--- config.mk ---
export PLATFORM = sky130hd
export DESIGN_NAME = jedro_1_test_sequencer
export DESIGN_NICKNAME = d
export VERILOG_FILES = /design/src/rtl/jedro_1_test_pkg.sv /design/src/rtl/jedro_1_check_table.sv /design/src/rtl/jedro_1_test_sequencer.sv
export SDC_FILE = /design/constraint.sdc
export NUM_CORES = 1
export LEC_CHECK = 0
export CAP_MARGIN = 30
export CORE_ASPECT_RATIO = 1.25
export CORE_UTILIZATION = 36
export DETAILED_ROUTE_END_ITERATION = 8
export PLACE_DENSITY_LB_ADDON = 0.25
export SYNTH_ARGS = -nofsm -noshare
export SYNTH_HDL_FRONTEND = slang
export SYNTH_SLANG_ARGS = --single-unit
--- constraint.sdc ---
create_clock -name clk_i -period 4.9 [get_ports clk_i]
set_clock_uncertainty 0.2 [all_clocks]
set_input_delay 0.98 -clock clk_i [delete_from_list [all_inputs] [get_ports clk_i]]
set_output_delay 0.98 -clock clk_i [all_outputs]
set_load 0.005 [all_outputs]
--- src/rtl/jedro_1_test_pkg.sv ---
// Shared types and helpers for the jedro_1 test sequencer.
package jedro_1_test_pkg;

  // Run-controller states, in the order a normal run visits them.
  typedef enum logic [2:0] {
    S_IDLE,
    S_RESET,
    S_RUN,
    S_DRAIN,
    S_ADDR,
    S_CMP,
    S_DONE
  } seq_state_e;

  // Index width that stays legal (>=1 bit) even for a single-entry range.
  function automatic int unsigned idx_w(input int unsigned n);
    return (n > 1) ? $clog2(n) : 1;
  endfunction

endpackage

--- src/rtl/jedro_1_check_table.sv ---
// Check table: MAX_CHECKS {register address, expected value} entries,
// one synchronous write port and one asynchronous read port.
// Contents are deliberately not reset so a table survives core re-runs.
module jedro_1_check_table
  import jedro_1_test_pkg::*;
#(
  parameter int unsigned DATA_WIDTH     = 32,
  parameter int unsigned REG_ADDR_WIDTH = 5,
  parameter int unsigned MAX_CHECKS     = 8
) (
  input  logic                          clk_i,
  input  logic                          we_i,
  input  logic [idx_w(MAX_CHECKS)-1:0]  wr_idx_i,
  input  logic [REG_ADDR_WIDTH-1:0]     wr_addr_i,
  input  logic [DATA_WIDTH-1:0]         wr_val_i,
  input  logic [idx_w(MAX_CHECKS)-1:0]  rd_idx_i,
  output logic [REG_ADDR_WIDTH-1:0]     rd_addr_o,
  output logic [DATA_WIDTH-1:0]         rd_val_o
);

  localparam int unsigned IDX_W = idx_w(MAX_CHECKS);

  typedef struct packed {
    logic [REG_ADDR_WIDTH-1:0] addr;
    logic [DATA_WIDTH-1:0]     val;
  } check_entry_t;

  check_entry_t entry_q [MAX_CHECKS];
  check_entry_t rd_entry;
  logic         wr_ok;
  logic         rd_ok;

  // Out-of-range indices only exist when MAX_CHECKS is not a power of two.
  if ((2 ** IDX_W) == MAX_CHECKS) begin : g_pow2
    assign wr_ok = 1'b1;
    assign rd_ok = 1'b1;
  end else begin : g_npow2
    assign wr_ok = (wr_idx_i < IDX_W'(MAX_CHECKS));
    assign rd_ok = (rd_idx_i < IDX_W'(MAX_CHECKS));
  end

  // Single write port; no reset on the storage.
  always_ff @(posedge clk_i) begin
    if (we_i && wr_ok) begin
      entry_q[wr_idx_i] <= '{addr: wr_addr_i, val: wr_val_i};
    end
  end

  assign rd_entry  = rd_ok ? entry_q[rd_idx_i] : '0;
  assign rd_addr_o = rd_entry.addr;
  assign rd_val_o  = rd_entry.val;

endmodule

--- src/rtl/jedro_1_test_sequencer.sv ---
// Self-checking run controller for jedro_1 instruction tests: resets the
// core, runs it until an illegal instruction or the cycle budget, drains,
// then reads back and compares up to MAX_CHECKS regfile entries.
module jedro_1_test_sequencer
  import jedro_1_test_pkg::*;
#(
  parameter int unsigned DATA_WIDTH     = 32,
  parameter int unsigned REG_ADDR_WIDTH = 5,
  parameter int unsigned MAX_CHECKS     = 8,
  parameter int unsigned MAX_CYCLES     = 32,
  parameter int unsigned DRAIN_CYCLES   = 3,
  parameter int unsigned RESET_CYCLES   = 3
) (
  input  logic                              clk_i,
  input  logic                              rstn_i,
  input  logic                              start_i,
  input  logic [$clog2(MAX_CHECKS+1)-1:0]   num_checks_i,
  input  logic                              chk_we_i,
  input  logic [idx_w(MAX_CHECKS)-1:0]      chk_idx_i,
  input  logic [REG_ADDR_WIDTH-1:0]         chk_addr_i,
  input  logic [DATA_WIDTH-1:0]             chk_val_i,
  output logic                              core_rstn_o,
  input  logic                              illegal_instr_i,
  output logic [REG_ADDR_WIDTH-1:0]         reg_raddr_o,
  input  logic [DATA_WIDTH-1:0]             reg_rdata_i,
  output logic                              busy_o,
  output logic                              done_o,
  output logic                              pass_o,
  output logic                              illegal_stop_o,
  output logic                              timeout_o,
  output logic [$clog2(MAX_CHECKS+1)-1:0]   err_count_o,
  output logic [idx_w(MAX_CHECKS)-1:0]      first_err_idx_o,
  output logic [DATA_WIDTH-1:0]             first_err_data_o
);

  localparam int unsigned CNT_W = $clog2(MAX_CHECKS + 1);
  localparam int unsigned IDX_W = idx_w(MAX_CHECKS);
  localparam int unsigned CYC_W = idx_w(MAX_CYCLES);
  localparam int unsigned PH_W  = idx_w((RESET_CYCLES > DRAIN_CYCLES) ? RESET_CYCLES : DRAIN_CYCLES);

  seq_state_e                state_q, state_d;
  logic [CYC_W-1:0]          cyc_q, cyc_d;
  logic [PH_W-1:0]           ph_q, ph_d;
  logic [IDX_W-1:0]          idx_q, idx_d;
  logic [CNT_W-1:0]          num_q, num_d;
  logic [CNT_W-1:0]          err_q, err_d;
  logic [IDX_W-1:0]          ferr_idx_q, ferr_idx_d;
  logic [DATA_WIDTH-1:0]     ferr_data_q, ferr_data_d;
  logic                      illegal_q, illegal_d;
  logic                      timeout_q, timeout_d;
  logic                      core_rstn_q, core_rstn_d;
  logic [REG_ADDR_WIDTH-1:0] raddr_q, raddr_d;
  logic [DATA_WIDTH-1:0]     exp_q, exp_d;
  logic                      busy_q, busy_d;
  logic                      done_q, done_d;
  logic                      pass_q, pass_d;

  logic [IDX_W-1:0]          rd_idx;
  logic [REG_ADDR_WIDTH-1:0] rd_addr;
  logic [DATA_WIDTH-1:0]     rd_val;

  // The table is frozen while a run is in flight.
  jedro_1_check_table #(
    .DATA_WIDTH     (DATA_WIDTH),
    .REG_ADDR_WIDTH (REG_ADDR_WIDTH),
    .MAX_CHECKS     (MAX_CHECKS)
  ) u_table (
    .clk_i     (clk_i),
    .we_i      (chk_we_i && !busy_q),
    .wr_idx_i  (chk_idx_i),
    .wr_addr_i (chk_addr_i),
    .wr_val_i  (chk_val_i),
    .rd_idx_i  (rd_idx),
    .rd_addr_o (rd_addr),
    .rd_val_o  (rd_val)
  );

  // Read ahead the entry the next ADDR state will present: entry 0 when
  // leaving DRAIN, idx+1 when leaving CMP.
  assign rd_idx = (state_q == S_CMP) ? idx_q + IDX_W'(1) : '0;

  // Next-state and next-output logic for the whole run sequence.
  always_comb begin
    state_d     = state_q;
    cyc_d       = cyc_q;
    ph_d        = ph_q;
    idx_d       = idx_q;
    num_d       = num_q;
    err_d       = err_q;
    ferr_idx_d  = ferr_idx_q;
    ferr_data_d = ferr_data_q;
    illegal_d   = illegal_q;
    timeout_d   = timeout_q;
    core_rstn_d = core_rstn_q;
    raddr_d     = raddr_q;
    exp_d       = exp_q;

    case (state_q)
      S_IDLE, S_DONE: begin
        if (start_i) begin
          state_d     = S_RESET;
          ph_d        = '0;
          err_d       = '0;
          ferr_idx_d  = '0;
          ferr_data_d = '0;
          illegal_d   = 1'b0;
          timeout_d   = 1'b0;
          core_rstn_d = 1'b0;
          num_d       = (num_checks_i > CNT_W'(MAX_CHECKS)) ? CNT_W'(MAX_CHECKS) : num_checks_i;
        end
      end
      S_RESET: begin
        if (ph_q == PH_W'(RESET_CYCLES - 1)) begin
          state_d     = S_RUN;
          cyc_d       = '0;
          core_rstn_d = 1'b1;
        end else begin
          ph_d = ph_q + PH_W'(1);
        end
      end
      S_RUN: begin
        // Illegal instruction wins over a simultaneous budget expiry.
        if (illegal_instr_i) begin
          illegal_d = 1'b1;
          state_d   = S_DRAIN;
          ph_d      = '0;
        end else if (cyc_q == CYC_W'(MAX_CYCLES - 1)) begin
          timeout_d = 1'b1;
          state_d   = S_DRAIN;
          ph_d      = '0;
        end else begin
          cyc_d = cyc_q + CYC_W'(1);
        end
      end
      S_DRAIN: begin
        if (ph_q == PH_W'(DRAIN_CYCLES - 1)) begin
          if (num_q != '0) begin
            state_d = S_ADDR;
            idx_d   = '0;
            raddr_d = rd_addr;
            exp_d   = rd_val;
          end else begin
            state_d = S_DONE;
          end
        end else begin
          ph_d = ph_q + PH_W'(1);
        end
      end
      S_ADDR: begin
        // Regfile read is in flight; data arrives during CMP.
        state_d = S_CMP;
      end
      S_CMP: begin
        if (reg_rdata_i != exp_q) begin
          err_d = err_q + CNT_W'(1);
          if (err_q == '0) begin
            ferr_idx_d  = idx_q;
            ferr_data_d = reg_rdata_i;
          end
        end
        if ((CNT_W'(idx_q) + CNT_W'(1)) == num_q) begin
          state_d = S_DONE;
        end else begin
          state_d = S_ADDR;
          idx_d   = idx_q + IDX_W'(1);
          raddr_d = rd_addr;
          exp_d   = rd_val;
        end
      end
      default: begin
        state_d     = S_IDLE;
        core_rstn_d = 1'b0;
      end
    endcase

    busy_d = state_d inside {S_RESET, S_RUN, S_DRAIN, S_ADDR, S_CMP};
    done_d = (state_d == S_DONE);
    pass_d = done_d && (err_d == '0);
  end

  // State and registered outputs; table contents are outside this reset.
  always_ff @(posedge clk_i) begin
    if (!rstn_i) begin
      state_q     <= S_IDLE;
      cyc_q       <= '0;
      ph_q        <= '0;
      idx_q       <= '0;
      num_q       <= '0;
      err_q       <= '0;
      ferr_idx_q  <= '0;
      ferr_data_q <= '0;
      illegal_q   <= 1'b0;
      timeout_q   <= 1'b0;
      core_rstn_q <= 1'b0;
      raddr_q     <= '0;
      exp_q       <= '0;
      busy_q      <= 1'b0;
      done_q      <= 1'b0;
      pass_q      <= 1'b0;
    end else begin
      state_q     <= state_d;
      cyc_q       <= cyc_d;
      ph_q        <= ph_d;
      idx_q       <= idx_d;
      num_q       <= num_d;
      err_q       <= err_d;
      ferr_idx_q  <= ferr_idx_d;
      ferr_data_q <= ferr_data_d;
      illegal_q   <= illegal_d;
      timeout_q   <= timeout_d;
      core_rstn_q <= core_rstn_d;
      raddr_q     <= raddr_d;
      exp_q       <= exp_d;
      busy_q      <= busy_d;
      done_q      <= done_d;
      pass_q      <= pass_d;
    end
  end

  assign core_rstn_o      = core_rstn_q;
  assign reg_raddr_o      = raddr_q;
  assign busy_o           = busy_q;
  assign done_o           = done_q;
  assign pass_o           = pass_q;
  assign illegal_stop_o   = illegal_q;
  assign timeout_o        = timeout_q;
  assign err_count_o      = err_q;
  assign first_err_idx_o  = ferr_idx_q;
  assign first_err_data_o = ferr_data_q;

endmodule

* Word level (Yosys, flattened, before mapping)
Memory sizes are Yosys's and may differ from the RTL's. Cells that the tools add are included.
Operators by class: $add $sub $neg 5, magnitude comparators 1, eq/ne operators 29, multiplexer cells 52, bitwise logic cells 1, reductions and logical operators 24
Operators with widths (count):
- two-way mux 32 bit | 6
- case mux 32 bit (2 select lines) | 2
- two-way mux 3 bit | 12
- inequality test 32 bit | 1
- two-way mux 5 bit | 6
- inequality test 2 bit, second input constant | 10
- case mux 5 bit (2 select lines) | 2
- AND reduction 4 bit | 5
- == test 3 bit, second input constant | 6
- case mux 3 bit (6 select lines) | 1
- == test 3 x 2 -> 1 bit, second input constant | 4
- two-way mux 2 bit | 6
- two-way mux 4 bit | 3
- case mux 3 bit (2 select lines) | 2
- zero test 4 bit | 2
- case mux 4 bit (2 select lines) | 1
- nonzero test 2 bit | 4
- two-way mux 1 bit | 7
- == test 3 x 1 -> 1 bit, second input constant | 2
- case mux 2 bit (3 select lines) | 1
- AND reduction 3 bit | 2
- adder 5 x 1 -> 5 bit, second input constant | 1
- == test 5 bit, second input constant | 1
- nonzero test 5 bit | 1
- other kinds (20) | 24
Word-level totals: register bits after elaboration 99, RAM bits 296, output and inout bits 50, word-level logic and storage cells 129, memories kept 1
Memories:
- u_table.entry_q | depth 8, width 37, read ports 1, clocked after Yosys merged registers in 0, write ports 1, line jedro_1_check_table.sv:28 | check_entry_t entry_q [MAX_CHECKS];

* Longest topological paths before layout
Gate-level depths: netlist (run 1).
word-level depth 6, gate-level depth with buffers 10

* Cells and area by module
A second synthesis (run 1) with hierarchy kept.
Unflattened totals: cells, all modules 931, area total of the unflattened synthesis 15783.9 µm²
By module, submodules not included:
- jedro_1_check_table | times used 1, cells an instance 440, area an instance 11160.7 µm²
- jedro_1_test_sequencer | times used 1, cells an instance 491, area an instance 4623.2 µm²

* Least setup slack after synthesis (run 1)
Ideal clock, no wire load.
path kind input to register, start input port chk_idx_i[1], end memory u_table.entry_q[0][0] (netlist bit), enable pin, library setup time 478 ps, arrival 4035 ps, data required time 4222 ps, setup slack 188 ps, cell stages on the path 2, cells stage by stage or3b_2 nor3_1
RTL lines:
- start, declared | line jedro_1_test_sequencer.sv:19 | input logic [idx_w(MAX_CHECKS)-1:0] chk_idx_i,
- end, declared | line jedro_1_check_table.sv:28
Straight into the memory's write port.

* Final worst setup path (run 1)
start input port reg_rdata_i[23], end register pass_q (netlist: pass_o)
Between the ends: longest elaborated chain between the ends 5
RTL lines:
- start, declared | line jedro_1_test_sequencer.sv:25 | input logic [DATA_WIDTH-1:0] reg_rdata_i,
- inequality test 32 bit | line jedro_1_test_sequencer.sv:154 | if (reg_rdata_i != exp_q) begin
- two-way mux 4 bit | line jedro_1_test_sequencer.sv:154
- case mux 4 bit (2 select lines) | line jedro_1_test_sequencer.sv:98 | case (state_q)
- zero test 4 bit | line jedro_1_test_sequencer.sv:178 | pass_d = done_d && (err_d == '0);
- logical AND 1 bit | line jedro_1_test_sequencer.sv:178
- end signal, assigned | line jedro_1_test_sequencer.sv:216 | pass_q <= pass_d;
- end, declared | line jedro_1_test_sequencer.sv:56 | logic pass_q, pass_d;
No other way between the ends. A chain may end at the register's enable or synchronous reset.

==> impl_metrics.sql, run 1 <==
INSERT INTO impl_metrics (metric_group, metric, value, unit) VALUES
('status', 'status', 'complete, no violations', ''),
('placed_design', 'dp_worst_setup_slack', '0.851', 'ns'),
('drt', 'postRouteWirelength', '38.1', 'mm'),
('logic_synthesis', 'main_area_contributors_after_synthesis', 'edfxtp_1 (57%), dfxtp_1 (13%), nand2_1 (4.7%)', ''),
('logic_synthesis', 'synth_edf_count', '296', ''),
('logic_synthesis', 'synth_top_cell_by_area', 'edfxtp_1', ''),
('global_route', 'grt_pass1_wl', '58.5', 'mm'),
('logic_synthesis', 'synth_sequential_area_ratio', '69.3', '%'),
('timing', 'finalHoldViolations', '0', ''),
('floorplan', 'placement_rows', '85', ''),
('logic_synthesis', 'synthesis.area', '15700', 'um2'),
('floorplan', 'design.die.area', '44400', 'um2'),
('cells_and_area', 'num-nets-final', '1429', ''),
('floorplan', 'die_h', '235', 'um'),
('placed_design', 'dpl.hpwl', '21.9', 'mm'),
('power_and_ir_drop', 'power_per_cell_area', '353', 'nW/um2'),
('cells_and_area', 'post-route-util', '43.4', '%'),
('floorplan', 'floorplan.initialDensity', '36.4', '%'),
('power_and_ir_drop', 'cellInternalPower', '0.00525', 'W'),
('drt', 'drcViolationCount', '0', ''),
('timing', 'fin_setup_tns', '0', 'ns'),
('clocking', 'cts.root.buffer_cell', 'clkbuf_16', ''),
('power_and_ir_drop', 'worst_ir_drop_vdd', '209', 'uV'),
('clocking', 'cts_post_setup_buffers_inserted', '0', ''),
('timing', 'finalWorstSetupSlack', '1.41', 'ns'),
('logic_synthesis', 'area_fraction_of_the_dominant_cell_type_after_synthesis', '56.7', '%'),
('floorplan', 'floorplan.core_area', '43100', 'um2'),
('setup_path', 'timing.critical_path.slowest_cell_delay', '0.66', 'ns'),
('clocking', 'cts.clk_slew.worst_paths', '0.06', 'ns'),
('timing', 'grt_setup_unrepaired', 'no', ''),
('timing', 'setup_viol', '0', ''),
('timing', 'measured_slew_at_the_worst_slew_check_pin', '1.02', 'ns'),
('placed_design', 'final_weighted_congestion_in_routability_driven_placement', '0.753', ''),
('setup_path', 'start_kind', 'primary input', ''),
('setup_path', 'required_time_reported_for_the_critical_path_endpoint', '5.09', 'ns'),
('setup_path', 'worst-endpoint-arrival', '3.67', 'ns'),
('logic_synthesis', 'ys_seq_elements', '395', ''),
('logic_synthesis', 'syn_nets', '1329', ''),
('logic_synthesis', 'syn_area_per_cell', '12.6', 'um2'),
('setup_path', 'critical_path.endpoint_type', 'register', ''),
('setup_path', 'critical_path.n_buffers_inverters', '1', ''),
('clocking', 'cts-buffers-inserted', '38', ''),
('logic_synthesis', 'dominantRegCellSynth', 'edfxtp_1', ''),
('power_and_ir_drop', 'p_sw', '0.00135', 'W'),
('drt', 'drtAntennaViolNets', '0', ''),
('setup_path', 'biggest_fanout_along_the_worst_timing_path', '11', ''),
('drt', 'drt-vias-per-instance', '5.27', ''),
('clocking', 'clk_path_buf_depth', '3', ''),
('power_and_ir_drop', 'combinationalPowerShare', '3.4', '%'),
('setup_path', 'crit_path_top_delay_cell', 'nor2_1', ''),
('timing', 'relSlewSlack', '31.7', '%'),
('power_and_ir_drop', 'switching_share', '20.5', '%'),
('cells_and_area', 'syn2layout_area_growth', '19.3', '%'),
('timing', 'drv_slew', '0', ''),
('logic_synthesis', 'synth_warnings', '0', ''),
('run', 'max_cap_viol_count', '0', ''),
('cells_and_area', 'post_route_cells_drive_above_1_share', '8.76', '%'),
('floorplan', 'num_io_pins', '131', ''),
('timing', 'fmax', '287', 'MHz'),
('logic_synthesis', 'synth_cells', '1242', ''),
('timing', 'period_minus_slack', '3.49', 'ns'),
('setup_path', 'critical_path.top_delay_family', 'simple AND/OR/NAND/NOR gates', ''),
('setup_path', 'crit_path_most_repeated_cell', 'nor4_1', ''),
('drt', 'detail_route.first_pass.iterations', '5', ''),
('global_route', 'grtUsageTotal', '17.0', '%'),
('drt', 'routedWlPerCell', '19.7', 'um'),
('power_and_ir_drop', 'static-leakage-power', '5.96', 'nW'),
('global_route', 'global_route_overflow', '0', ''),
('logic_synthesis', 'ys_async_sr_fraction', '0', '%'),
('clocking', 'cts_num_sinks', '395', ''),
('placed_design', 'buffer_ports.inserted', '130', '');
[layout by cell type, fill, tap and decap left out, types with 39 or more instances in the layout]
master | netlist | final
edfxtp_1 | 296 | 296
a31oi_1 | 39 | 39
clkbuf_16 | 0 | 41
dfxtp_1 | 99 | 98
nand2_1 | 198 | 197
clkdlybuf4s50_1 | 0 | 130
o221ai_1 | 71 | 71
a21oi_1 | 90 | 90
nor2_1 | 69 | 62
nand3_1 | 113 | 113
[power by group through the flow]
stage               clock, W  combinational (W)  sequential (W)
global placement           0           0.000225         0.00372
global route         0.00292           0.000247         0.00365
CTS                  0.00278           0.000230         0.00365
detailed placement         0           0.000229         0.00372
floorplan                  0          0.0000839         0.00372
finish               0.00272           0.000227         0.00365
[worst reg2reg max path, cell delays in order, from the launching register on]
cell and delay (ns):
dfxtp_1 0.66, nand2_2 0.16, or2_1 0.43, nor2_4 0.50
buf_12 0.45, o221ai_1 0.28, a21oi_1 0.25, a31oi_1 0.16
a211oi_2 0.26
[cells by family (layout without fill, tap and decap cells)]
family	after synthesis	count (layout)	synth area share (%)
XOR/XNOR	37	37	2.11
other	0	1	0
adder cells (fa/ha/maj)	6	6	0.479
multiplexers	4	4	0.255
buffers and inverters	101	229	3.17
flip-flops	395	395	69.3
AND/OR/NAND/NOR	433	433	12.3
AO/OA/AOI/OAI	266	266	12.3
[worst paths after layout]
check	startpoint	to	slack [ns]	depth (start not counted)
max	reg_rdata_i[23]	pass_o$_SDFF_PN0_	1.41	8
min	first_err_data_o[28]$_SDFFE_PN0P_	first_err_data_o[28]$_SDFFE_PN0P_	0.25	2
min reg2reg	first_err_data_o[28]$_SDFFE_PN0P_	first_err_data_o[28]$_SDFFE_PN0P_	0.25	2
max reg2reg	state_q[2]$_SDFF_PN0_	exp_q[15]$_SDFFE_PN0P_	1.50	8
[stage by stage]
stage	cell area, um2	cells	hold WS (ns)
6_report	18700	1936	0.251
5_1_grt	18700	1936	0.273
4_1_cts	18700	1935	0.253
3_5_place_dp	17600	1867	0.244
3_3_place_gp	17500	1866	0.238
2_1_floorplan	15700	1242	0.248
[cell usage after synthesis (17+ instances only)]
master      n
buf_2      26
a211oi_1   17
edfxtp_1  296
nand2_1   198
o221ai_1   71
a31oi_1    39
a211oi_2   20
nand3_1   113
clkbuf_1   48
nor2_1     69
a21oi_1    90
dfxtp_1    99
xor2_1     35
[state kept, by name, summed over array words and instances (netlist names), 4 cells and up]
register          count
cyc_q                 5
err_count_o           4
exp_q                32
first_err_data_o     32
num_q                 4
reg_raddr_o           5
u_table.entry_q     296
[metal layers]
| layer | up-vias | wire, um | global-route usage (%) |
|---|---|---|---|
| li1 | 4872 | - | - |
| met1 | 4990 | 16800 | 22.8 |
| met2 | 277 | 18300 | 28.1 |
| met3 | 55 | 2120 | 3.12 |
| met4 | 6 | 771 | 4.59 |
| met5 | - | 45 | 0 |
[layout make-up]
class	count	area, um2
clock inverters	19	88.8
multi-input cells	746	4390
well taps	565	707
fillers	3932	24400
flip-flops and latches	395	10900
inverters	7	27.5
repair buffers	154	1570
clock buffers	49	1060
diodes	1	2.50
Power figures use the tool's default switching activity.
==> inputs of run 2 (changes only) <==
==> constraint.sdc (replaced) <==
create_clock -name clk_i -period 3.55 [get_ports clk_i]
set_clock_uncertainty 0.2 [all_clocks]
set_input_delay 0.71 -clock clk_i [delete_from_list [all_inputs] [get_ports clk_i]]
set_output_delay 0.71 -clock clk_i [all_outputs]
set_load 0.005 [all_outputs]
==> run 2 against run 1 <==
  * Combinational power grew 45%
  * Routed wire length grew 0.22%
  * Clock-buffer cell count grew 11
  * Total power grew 40%
  * Register-to-register slack lost 0.68 ns
  * Worst setup slack lost 0.72 ns
  * Clock power grew 41%
  * Global-route usage grew 0.17 points
  * Cell area grew 1.3%
  * First-iteration DRC count shrank 2.5%
  * Die area is the same
  * Utilization grew 0.55 points
  * Highest routed layer unchanged
==> impl_metrics.sql, run 2 (synthesis results as in run 1) <==
INSERT INTO impl_metrics (metric_group, metric, value, unit) VALUES
('global_route', 'grt_pass1_wl', '58.8', 'mm'),
('setup_path', 'required_time_reported_for_the_critical_path_endpoint', '3.82', 'ns'),
('drt', 'drt-vias-per-instance', '5.32', ''),
('clocking', 'clk_path_buf_depth', '3', ''),
('clocking', 'tritoncts', 'built', ''),
('floorplan', 'floorplan.initialDensity', '36.4', '%'),
('cells_and_area', 'registers.top_by_ff_count', 'u_table.entry_q', ''),
('timing', 'finalWorstSetupSlack', '0.696', 'ns'),
('drt', 'drcViolationCount', '0', ''),
('placed_design', 'dpl.hpwl', '21.7', 'mm'),
('setup_path', 'ff2ff_path_depth', '8', ''),
('floorplan', 'die_h', '235', 'um'),
('clocking', 'cts_num_sinks', '395', ''),
('setup_path', 'start_kind', 'primary input', ''),
('timing', 'measured_slew_at_the_worst_slew_check_pin', '0.895', 'ns'),
('power_and_ir_drop', 'worst_ir_drop_vdd', '303', 'uV'),
('hold_path', 'hold_path.startpoint', 'timeout_o$_SDFFE_PN0P_', ''),
('cells_and_area', 'register_area', '10900', 'um2'),
('timing', 'drv_slew', '0', ''),
('timing', 'fmax', '350', 'MHz'),
('clocking', 'post_cts_resized', '0', ''),
('timing', 'relSlewSlack', '40.1', '%'),
('placed_design', 'dpl_cell_area', '17800', 'um2'),
('cells_and_area', 'final.fill_count', '3941', ''),
('cells_and_area', 'postLayoutCellArea', '18900', 'um2'),
('setup_path', 'path_cells', 'clkdlybuf4s50_1 > xor2_1 > nor4_1 > nand4_1 > nor2_1 > buf_12 > o21ai_4 > nand3_1 > a21oi_1', ''),
('floorplan', 'num_io_pins', '131', ''),
('floorplan', 'design.die.area', '44400', 'um2'),
('placed_design', 'dp_worst_setup_slack', '0.0922', 'ns'),
('setup_path', 'critical_path.top_delay_family', 'compound AO/OA/AOI/OAI gates', ''),
('global_route', 'grt_antenna_before_repair', '4', ''),
('cells_and_area', 'syn2layout_area_growth', '20.8', '%'),
('floorplan', 'floorplan.core_area', '43100', 'um2'),
('timing', 'fin_setup_tns', '0', 'ns'),
('timing', 'period_minus_slack', '2.85', 'ns'),
('timing', 'final_clock_period_utilization_by_the_worst_path', '80.4', '%'),
('setup_path', 'critical_path.endpoint_type', 'register', ''),
('drt', 'routed-via-count', '10300', ''),
('setup_path', 'timing.critical_path.slowest_cell_delay', '0.71', 'ns'),
('drt', 'drt_first_iter_violations', '712', ''),
('cells_and_area', 'post_route_cells_drive_above_1_share', '9.14', '%'),
('global_route', 'grtUsageTotal', '17.2', '%'),
('clocking', 'cts_post_setup_buffers_inserted', '0', ''),
('hold_path', 'min_path_cells', '2', ''),
('status', 'status', 'complete, no violations', ''),
('cells_and_area', 'multi_input_comb_area', '4400', 'um2'),
('drt', 'drtAntennaViolNets', '0', ''),
('drt', 'postRouteWirelength', '38.1', 'mm'),
('setup_path', 'cp_depth', '9', ''),
('cells_and_area', 'post-route-util', '44.0', '%'),
('timing', 'finalHoldViolations', '0', ''),
('cells_and_area', 'max_ffs_per_register', '296', ''),
('hold_path', 'min_delay_worst_endpoint', 'timeout_o$_SDFFE_PN0P_', ''),
('setup_path', 'biggest_fanout_along_the_worst_timing_path', '35', ''),
('setup_path', 'reg2reg_slack', '0.82', 'ns'),
('placed_design', 'final_weighted_congestion_in_routability_driven_placement', '0.782', ''),
('setup_path', 'reg2reg_from', 'idx_q[1]$_SDFFE_PN0P_', ''),
('setup_path', 'timing_worst_setup_path_type', 'primary input to register', ''),
('clocking', 'post_cts_hold_buffer_count', '0', ''),
('drt', 'detail_route.first_pass.iterations', '5', ''),
('global_route', 'pin_count_of_the_biggest_net_entering_global_routing', '93', ''),
('floorplan', 'die_w', '189', 'um'),
('run', 'max_cap_viol_count', '0', ''),
('clocking', 'clock_tree.htree_level_count', '2', ''),
('global_route', 'first_global_vias', '10000', ''),
('placed_design', 'buffer_ports.inserted', '130', ''),
('clocking', 'cts-buffers-inserted', '39', ''),
('power_and_ir_drop', 'power_per_cell_area', '486', 'nW/um2'),
('setup_path', 'reg_to_reg_endpoint', 'exp_q[24]$_SDFFE_PN0P_', ''),
('setup_path', 'worst-endpoint-arrival', '3.12', 'ns'),
('setup_path', 'crit_path_top_delay_cell', 'o21ai_4', ''),
('timing', 'setup_viol', '0', ''),
('cells_and_area', 'most-common-layout-cells', 'edfxtp_1 (296), nand2_1 (197), clkdlybuf4s50_1 (130), nand3_1 (113), dfxtp_1 (98)', ''),
('cells_and_area', 'num-nets-final', '1437', ''),
('cells_and_area', 'final_common_cell', 'edfxtp_1', ''),
('clocking', 'cts.root.buffer_cell', 'clkbuf_16', ''),
('global_route', 'global_route_overflow', '0', ''),
('clocking', 'cts.clk_slew.worst_paths', '0.06', 'ns'),
('power_and_ir_drop', 'static-leakage-power', '6.06', 'nW'),
('setup_path', 'critical_path.n_buffers_inverters', '2', ''),
('clocking', 'clock_insertion_delay_worst_skew', '0.55', 'ns'),
('timing', 'grt_setup_unrepaired', 'no', ''),
('hold_path', 'hold_path.class', 'register to register', ''),
('drt', 'routedWlPerCell', '19.6', 'um'),
('floorplan', 'placement_rows', '85', '');
==> run 2: worst reg2reg max path: stages, from the launching register on <==
cell      delay, ns
dfxtp_1        0.37
ha_1           0.24
xnor2_2        0.19
or3_4          0.38
buf_4          0.30
nand2_1        0.15
nand3_1        0.08
a31oi_1        0.53
a211oi_1       0.15
==> run 2: power breakdown <==
group | internal, W | leakage (nW) | switching (W)
clock network | 0.00216 | 0.569 | 0.00168
logic | 0.000132 | 2.01 | 0.000198
registers | 0.00502 | 3.48 | 0.0000155
total | 0.00731 | 6.06 | 0.00190
==> run 2: worst max-delay path by stage <==
stage	from	end	slack, ns
2_1_floorplan	chk_idx_i[1]	u_table.entry_q[5][0]$_DFFE_PP_	0.1
3_3_place_gp	reg_rdata_i[11]	first_err_data_o[11]$_SDFFE_PN0P_	0.10
3_5_place_dp	reg_rdata_i[11]	first_err_idx_o[0]$_SDFFE_PN0P_	0.09
4_1_cts	reg_rdata_i[11]	first_err_data_o[11]$_SDFFE_PN0P_	0.65
5_1_grt	reg_rdata_i[11]	first_err_data_o[30]$_SDFFE_PN0P_	0.53
6_report	reg_rdata_i[9]	first_err_data_o[9]$_SDFFE_PN0P_	0.70
==> run 2: final cells by class <==
cell class	count	area share, %
Antenna cell	1	0.0132
Tap cell	565	3.73
Inverter	7	0.145
Clock inverter	9	0.291
Sequential cell	395	57.4
Multi-Input combinational cell	746	23.2
Timing Repair Buffer	161	9.35
Clock buffer	60	5.86
==> run 2: metal layers <==
layer / vias up / track usage [%] / wire [um]
met3: 69 / 3.50 / 2320
met5: - / 0 / 41
met2: 305 / 28.4 / 18200
met1: 5070 / 22.4 / 16600
li1: 4892 / - / -
met4: 6 / 5.67 / 981
==> run 2: stage by stage <==
stage                     hold WS (ns)  power, W  std cells
after detailed placement         0.242   0.00547       1874
after CTS                        0.250   0.00930       1943
final                            0.248   0.00921       1944
after global routing             0.268   0.00951       1943
after global placement           0.236   0.00546       1874
after floorplan                  0.248   0.00525       1242
